`src/rtl/mem_stage.sv`:
```
// mem_stage: memory stage of the 5-stage pipeline, between EX/MEM and MEM/WB.
//   Issues one dcache read or write per memory op and holds it until dhit.
//   Stalls the upstream stages while the access is outstanding.
//   Aborts after MAX_WAIT cycles without dhit, returning ABORT_DATA and setting err.
// Ports:
//   CLK, RST                      clock (rising edge), async active-high reset
//   valid_in, memctrl_in          EX/MEM instruction valid, {load, store}
//   aluout_in, storedata_in       effective address / ALU result, store data
//   npc_in, imm_in, dest_in,      writeback fields from EX/MEM
//   WBctrl_in
//   ihit, dhit, dmemload          fetch hit, dcache done, dcache read data
//   dmemREN, dmemWEN, dmemaddr,   registered dcache request
//   dmemstore
//   stall, memwb_en               pipeline freeze, MEM/WB latch enable
//   dmemload_out, aluout_out,     MEM/WB payload
//   npc_out, imm_out, dest_out,
//   WBctrl_out
//   err                           sticky abort flag
module mem_stage #(
    parameter int unsigned MAX_WAIT   = 64,
    parameter logic [31:0] ABORT_DATA = 32'hBAD1BAD1
) (
    input  logic        CLK,
    input  logic        RST,
    input  logic        valid_in,
    input  logic [1:0]  memctrl_in,
    input  logic [31:0] aluout_in,
    input  logic [31:0] storedata_in,
    input  logic [31:0] npc_in,
    input  logic [15:0] imm_in,
    input  logic [4:0]  dest_in,
    input  logic [3:0]  WBctrl_in,
    input  logic        ihit,
    input  logic        dhit,
    input  logic [31:0] dmemload,
    output logic        dmemREN,
    output logic        dmemWEN,
    output logic [31:0] dmemaddr,
    output logic [31:0] dmemstore,
    output logic        stall,
    output logic        memwb_en,
    output logic [31:0] dmemload_out,
    output logic [31:0] aluout_out,
    output logic [31:0] npc_out,
    output logic [15:0] imm_out,
    output logic [4:0]  dest_out,
    output logic [3:0]  WBctrl_out,
    output logic        err
);

    localparam int unsigned CNT_W = (MAX_WAIT > 2) ? $clog2(MAX_WAIT) : 1;

    typedef enum logic [1:0] {
        IDLE   = 2'd0,
        ACCESS = 2'd1,
        DONE   = 2'd2
    } state_t;

    state_t            state;
    logic [CNT_W-1:0]  wait_cnt;
    logic [31:0]       load_q;
    logic              memop;
    logic              is_store;
    logic              is_load;

    // Store wins when both control bits are set.
    assign memop    = valid_in & (memctrl_in != 2'b00);
    assign is_store = memctrl_in[0];
    assign is_load  = memctrl_in[1] & ~memctrl_in[0];

    // Access sequencer: request registers, wait counter, load capture, abort.
    always_ff @(posedge CLK or posedge RST) begin
        if (RST) begin
            state     <= IDLE;
            dmemREN   <= 1'b0;
            dmemWEN   <= 1'b0;
            dmemaddr  <= 32'h0;
            dmemstore <= 32'h0;
            load_q    <= 32'h0;
            wait_cnt  <= '0;
            err       <= 1'b0;
        end else begin
            case (state)
                IDLE: begin
                    if (memop) begin
                        dmemREN   <= is_load;
                        dmemWEN   <= is_store;
                        dmemaddr  <= {aluout_in[31:2], 2'b00};
                        dmemstore <= storedata_in;
                        wait_cnt  <= '0;
                        state     <= ACCESS;
                    end
                end
                ACCESS: begin
                    // dhit beats timeout on the same cycle.
                    if (dhit) begin
                        if (dmemREN) begin
                            load_q <= dmemload;
                        end
                        dmemREN <= 1'b0;
                        dmemWEN <= 1'b0;
                        state   <= DONE;
                    end else if (wait_cnt == CNT_W'(MAX_WAIT - 1)) begin
                        load_q  <= ABORT_DATA;
                        err     <= 1'b1;
                        dmemREN <= 1'b0;
                        dmemWEN <= 1'b0;
                        state   <= DONE;
                    end else begin
                        wait_cnt <= wait_cnt + CNT_W'(1);
                    end
                end
                DONE: begin
                    // MEM/WB captures and EX/MEM advances on this same edge.
                    if (ihit) begin
                        state <= IDLE;
                    end
                end
                default: begin
                    state   <= IDLE;
                    dmemREN <= 1'b0;
                    dmemWEN <= 1'b0;
                end
            endcase
        end
    end

    // Pipeline freeze: detect cycle in IDLE plus every ACCESS cycle.
    always_comb begin
        stall = 1'b0;
        case (state)
            IDLE:    stall = memop;
            ACCESS:  stall = 1'b1;
            DONE:    stall = 1'b0;
            default: stall = 1'b0;
        endcase
    end

    assign memwb_en     = ihit & ~stall;
    assign dmemload_out = (state == DONE) ? load_q : dmemload;

    // EX/MEM is frozen while stalled, so pass-through fields stay stable.
    assign aluout_out = aluout_in;
    assign npc_out    = npc_in;
    assign imm_out    = imm_in;
    assign dest_out   = dest_in;
    assign WBctrl_out = valid_in ? WBctrl_in : 4'h0;

endmodule
```
`config.mk`:
```
export PLATFORM = sky130hd
export DESIGN_NAME = mem_stage
export DESIGN_NICKNAME = d
export VERILOG_FILES = /design/src/rtl/mem_stage.sv
export SDC_FILE = /design/constraint.sdc
export NUM_CORES = 1
export LEC_CHECK = 0
export ABC_AREA = 1
export CORE_AREA = 2 2 134 136
export DETAILED_ROUTE_END_ITERATION = 10
export DIE_AREA = 0 0 136 138
export GPL_TIMING_DRIVEN = 0
export PLACE_DENSITY = 0.73
export SLEW_MARGIN = 5
export SYNTH_ARGS = -nofsm -noshare
export SYNTH_HDL_FRONTEND = slang
export SYNTH_SLANG_ARGS = --single-unit
```
`constraint.sdc`:
```
create_clock -name CLK -period 4.25 [get_ports CLK]
set_clock_uncertainty 0.05 [all_clocks]
set_input_delay 1.275 -clock CLK [delete_from_list [all_inputs] [get_ports CLK]]
set_output_delay 1.275 -clock CLK [all_outputs]
set_load 0.005 [all_outputs]
```
==> summary.log <==
qor: status.outcome finished, final reports clean
qor: detailed_routing.routed_wl 15.9 mm
qor: yosys.ys_seq_elements 105
qor: grt.grt_busiest_layer met2
qor: setup_path.timing.setup.critical_path_class in2out
qor: power_and_ir_drop.static-leakage-power 4.31 nW
qor: setup_path.worst_reg_to_reg_cells 8
qor: placement.io_buffer_count 292
qor: detailed_routing.routed_via_density 4.22
qor: job.max-cap-violations 0
qor: power_and_ir_drop.vdd.ir_drop.worst 0.264 mV
qor: yosys.yosys_warnings 0
qor: clock_tree.clk_pin_slew_worst_paths 70 ps
qor: detailed_routing.drt.antenna.violating_nets 0
qor: detailed_routing.wl_per_cell 13.4 µm
qor: grt.global_route.usage.met1 19.2%
qor: hold_path.min_delay_path_depth 2
qor: grt.grt.overflow.total 0
qor: floorplan.die_h 138 µm
qor: sta.hold-worst-slack 415 ps
qor: detailed_routing.route.vias.total 5000
qor: sta.grt_setup_unrepaired false
qor: sta.timing.final.max_slew_violations 0
qor: yosys.synth_seq_area_share 49.5%
qor: floorplan.die-width 136 µm
qor: sta.post-route-min-period 4110 ps
qor: grt.grt_pass1_wl 24.8 mm
qor: clock_tree.clkLatencyLatePin 340 ps
qor: setup_path.maximum_single_stage_delay_on_the_critical_path 520 ps
qor: placement.routability_driven_placement_congestion_ratio 0.750
qor: cells_and_area.num-fill-cells 1680
qor: setup_path.worst-endpoint-required 2920 ps
qor: clock_tree.cts.root.buffer_cell clkbuf_16
qor: setup_path.crit_path_start_kind input pin
qor: hold_path.hold_ep err$_DFFE_PP0P_
qor: sta.relSlewSlack 65.1%
qor: grt.use_met2 29.0%
qor: setup_path.crit_chain clkdlybuf4s50_1, inv_1, nand2_1, nand3_1, buf_6, nand2_1, nor2_1, clkdlybuf4s50_1
qor: yosys.yosys-top-cells-area dfrtp_1, nand2_1, buf_4, nor2_1, mux2_2
qor: grt.track_usage 16.6%
qor: cells_and_area.syn_to_final_growth 66.8%
qor: yosys.netlist_instances 644
qor: grt.global_route.usage.met3 5.61%
qor: yosys.syn_avg_cell_area 8.25 µm²
qor: setup_path.regToRegStartpoint state[0]$_DFFE_PP0P_
qor: setup_path.worst_r2r_endpoint dmemstore[4]$_DFFE_PP0P_
qor: clock_tree.cts_max_level 3
qor: setup_path.critical_path_peak_fanout 3
qor: cells_and_area.post_route_cells_drive_above_1_share 15.7%
qor: setup_path.cp.arrival 2780 ps
qor: yosys.synth_area 0.00531 mm²
qor: placement.hpwl_dp 12.2 mm
qor: sta.hold_viol_final 0
qor: grt.grt_pass1_vias 4831
qor: yosys.post_synth_num_cell_types 23
qor: sta.period_utilization 96.6%
qor: sta.max_freq 244 MHz
qor: clock_tree.cts.sink_count 105
qor: yosys.synthDominantAreaCellType dfrtp_1
qor: clock_tree.tritoncts yes
qor: clock_tree.hold_buffer_count_at_cts 0
qor: hold_path.worstHoldPathType reg2reg
qor: floorplan.start_util 30.3%
qor: floorplan.std_cell_rows 49
qor: sta.max_slew.worst_pin.slew 524 ps
qor: clock_tree.clock_tree.buffer_depth 2
qor: cells_and_area.antenna_cells 0
qor: detailed_routing.drtIter0Drc 157
qor: setup_path.r2r_slack 2610 ps
qor: power_and_ir_drop.cellPowerDensity 521 mW/mm²
qor: sta.setup_viol 0
qor: setup_path.worstSetupEndpointType primary output
qor: detailed_routing.dr.pass1.iters 4
qor: floorplan.die_area 0.0188 mm²
qor: floorplan.num_io_pins 350
qor: cells_and_area.finalNetCount 1112
qor: grt.grt_start_max_net_pins 56
qor: yosys.synth.top_cell.area_share 49.5%
qor: detailed_routing.remaining_drc_errors 0
qor: floorplan.core-area 0.0175 mm²
qor: grt.grt_antenna_before_repair 0
qor: hold_path.hold_path.startpoint err$_DFFE_PP0P_
qor: power_and_ir_drop.power 4.61 mW
qor: setup_path.timing.critical_path.slowest_stage_cell clkdlybuf4s50_1
qor: clock_tree.cts-buffers-inserted 9
## sequential cells by signal, indices dropped and copies added (netlist names)
signal and cells:
load_q 32, wait_cnt 6, dmemREN 1, state 2, dmemaddr 30, dmemWEN 1
dmemstore 32, err 1
## layout by cell type (no fill, tap or decap), types with 7 or more instances in the layout
cell type / count
a21oi_1: 18
buf_2: 9
buf_4: 91
buf_6: 7
clkbuf_1: 7
clkbuf_16: 9
clkdlybuf4s50_1: 291
dfrtp_1: 105
inv_1: 34
mux2_2: 14
nand2_1: 221
nand3_1: 23
nor2_1: 78
o21ai_0: 20
## power by group
part	internal, mW	switching [mW]
combinational	1.24	0.866
sequential	1.43	0.254
clock	0.421	0.394
## cells in the mapped netlist (all sizes together)
cell,number
nand2,225
buf,105
dfrtp,105
nor2,80
inv,38
nand3,25
o21ai,20
a21oi,18
mux2,14
clkbuf,7
nand4,2
o21bai,2
conb,1
ha,1
nor3,1
## critical path: cells and delay by family
| kind | cells | cell delay, ps |
|---|---|---|
| and+or+nand+nor | 4 | 350 |
| buffers and inverters | 4 | 1140 |
## per-layer routing
layer | wire, µm | share of wire [%]
met3 | 1560 | 9.8
met1 | 6310 | 40
met5 | 0 | 0
met4 | 194 | 1.2
met2 | 7790 | 49
## kinds of logic after synthesis
group,Yosys count,share of synthesized area [%]
AOI/OAI and AO/OA,40,3.86
adders and majority gates,1,0.235
buffers and inverters,150,18.1
DFF,105,49.5
muxes,14,2.97
other,1,0.0706
and+or+nand+nor,333,25.3
## metrics by stage
stage	cells	setup WS (ps)	util, %	instance area (µm²)	TNS (ps)
final	1185	145	50.5	8860	0
after global routing	1185	26.4	50.5	8860	0
after CTS	1183	0.944	50.5	8850	0
after detailed placement	1167	-10.2	48.8	8560	-10.2
after global placement	1166	-1590	48.6	8530	-165540
after floorplan	645	164	-	5320	0
## layout make-up
class	count	area [µm²]	area share (%)
buffer	112	818	9.23
clock buffer	10	239	2.70
clock inverter	6	51.3	0.579
inverter	38	150	1.69
multi-input combinational	390	1730	19.5
sequential	105	2630	29.6
tap	229	287	3.23
timing repair buffer	295	2960	33.4
## worst max-delay path by stage
stage / start / to / slack (ps) / cells after the start
floorplan: RST / dmemREN$_DFFE_PP0P_ / 160 / 1
global placement: RST / dmemstore[13]$_DFFE_PP0P_ / -1590 / 2
detailed placement: valid_in / memwb_en / -10 / 6
CTS: memctrl_in[0] / memwb_en / 0.9 / 8
global route: memctrl_in[0] / stall / 30 / 7
finish: memctrl_in[0] / memwb_en / 140 / 8
## repair_timing
action / in CTS / in global routing
buffers inserted: 0 / 2
endpoints found under the setup margin: 1 / 2
resized for setup: 1 / 0
No activity file was read; power rests on OpenSTA's default activity.
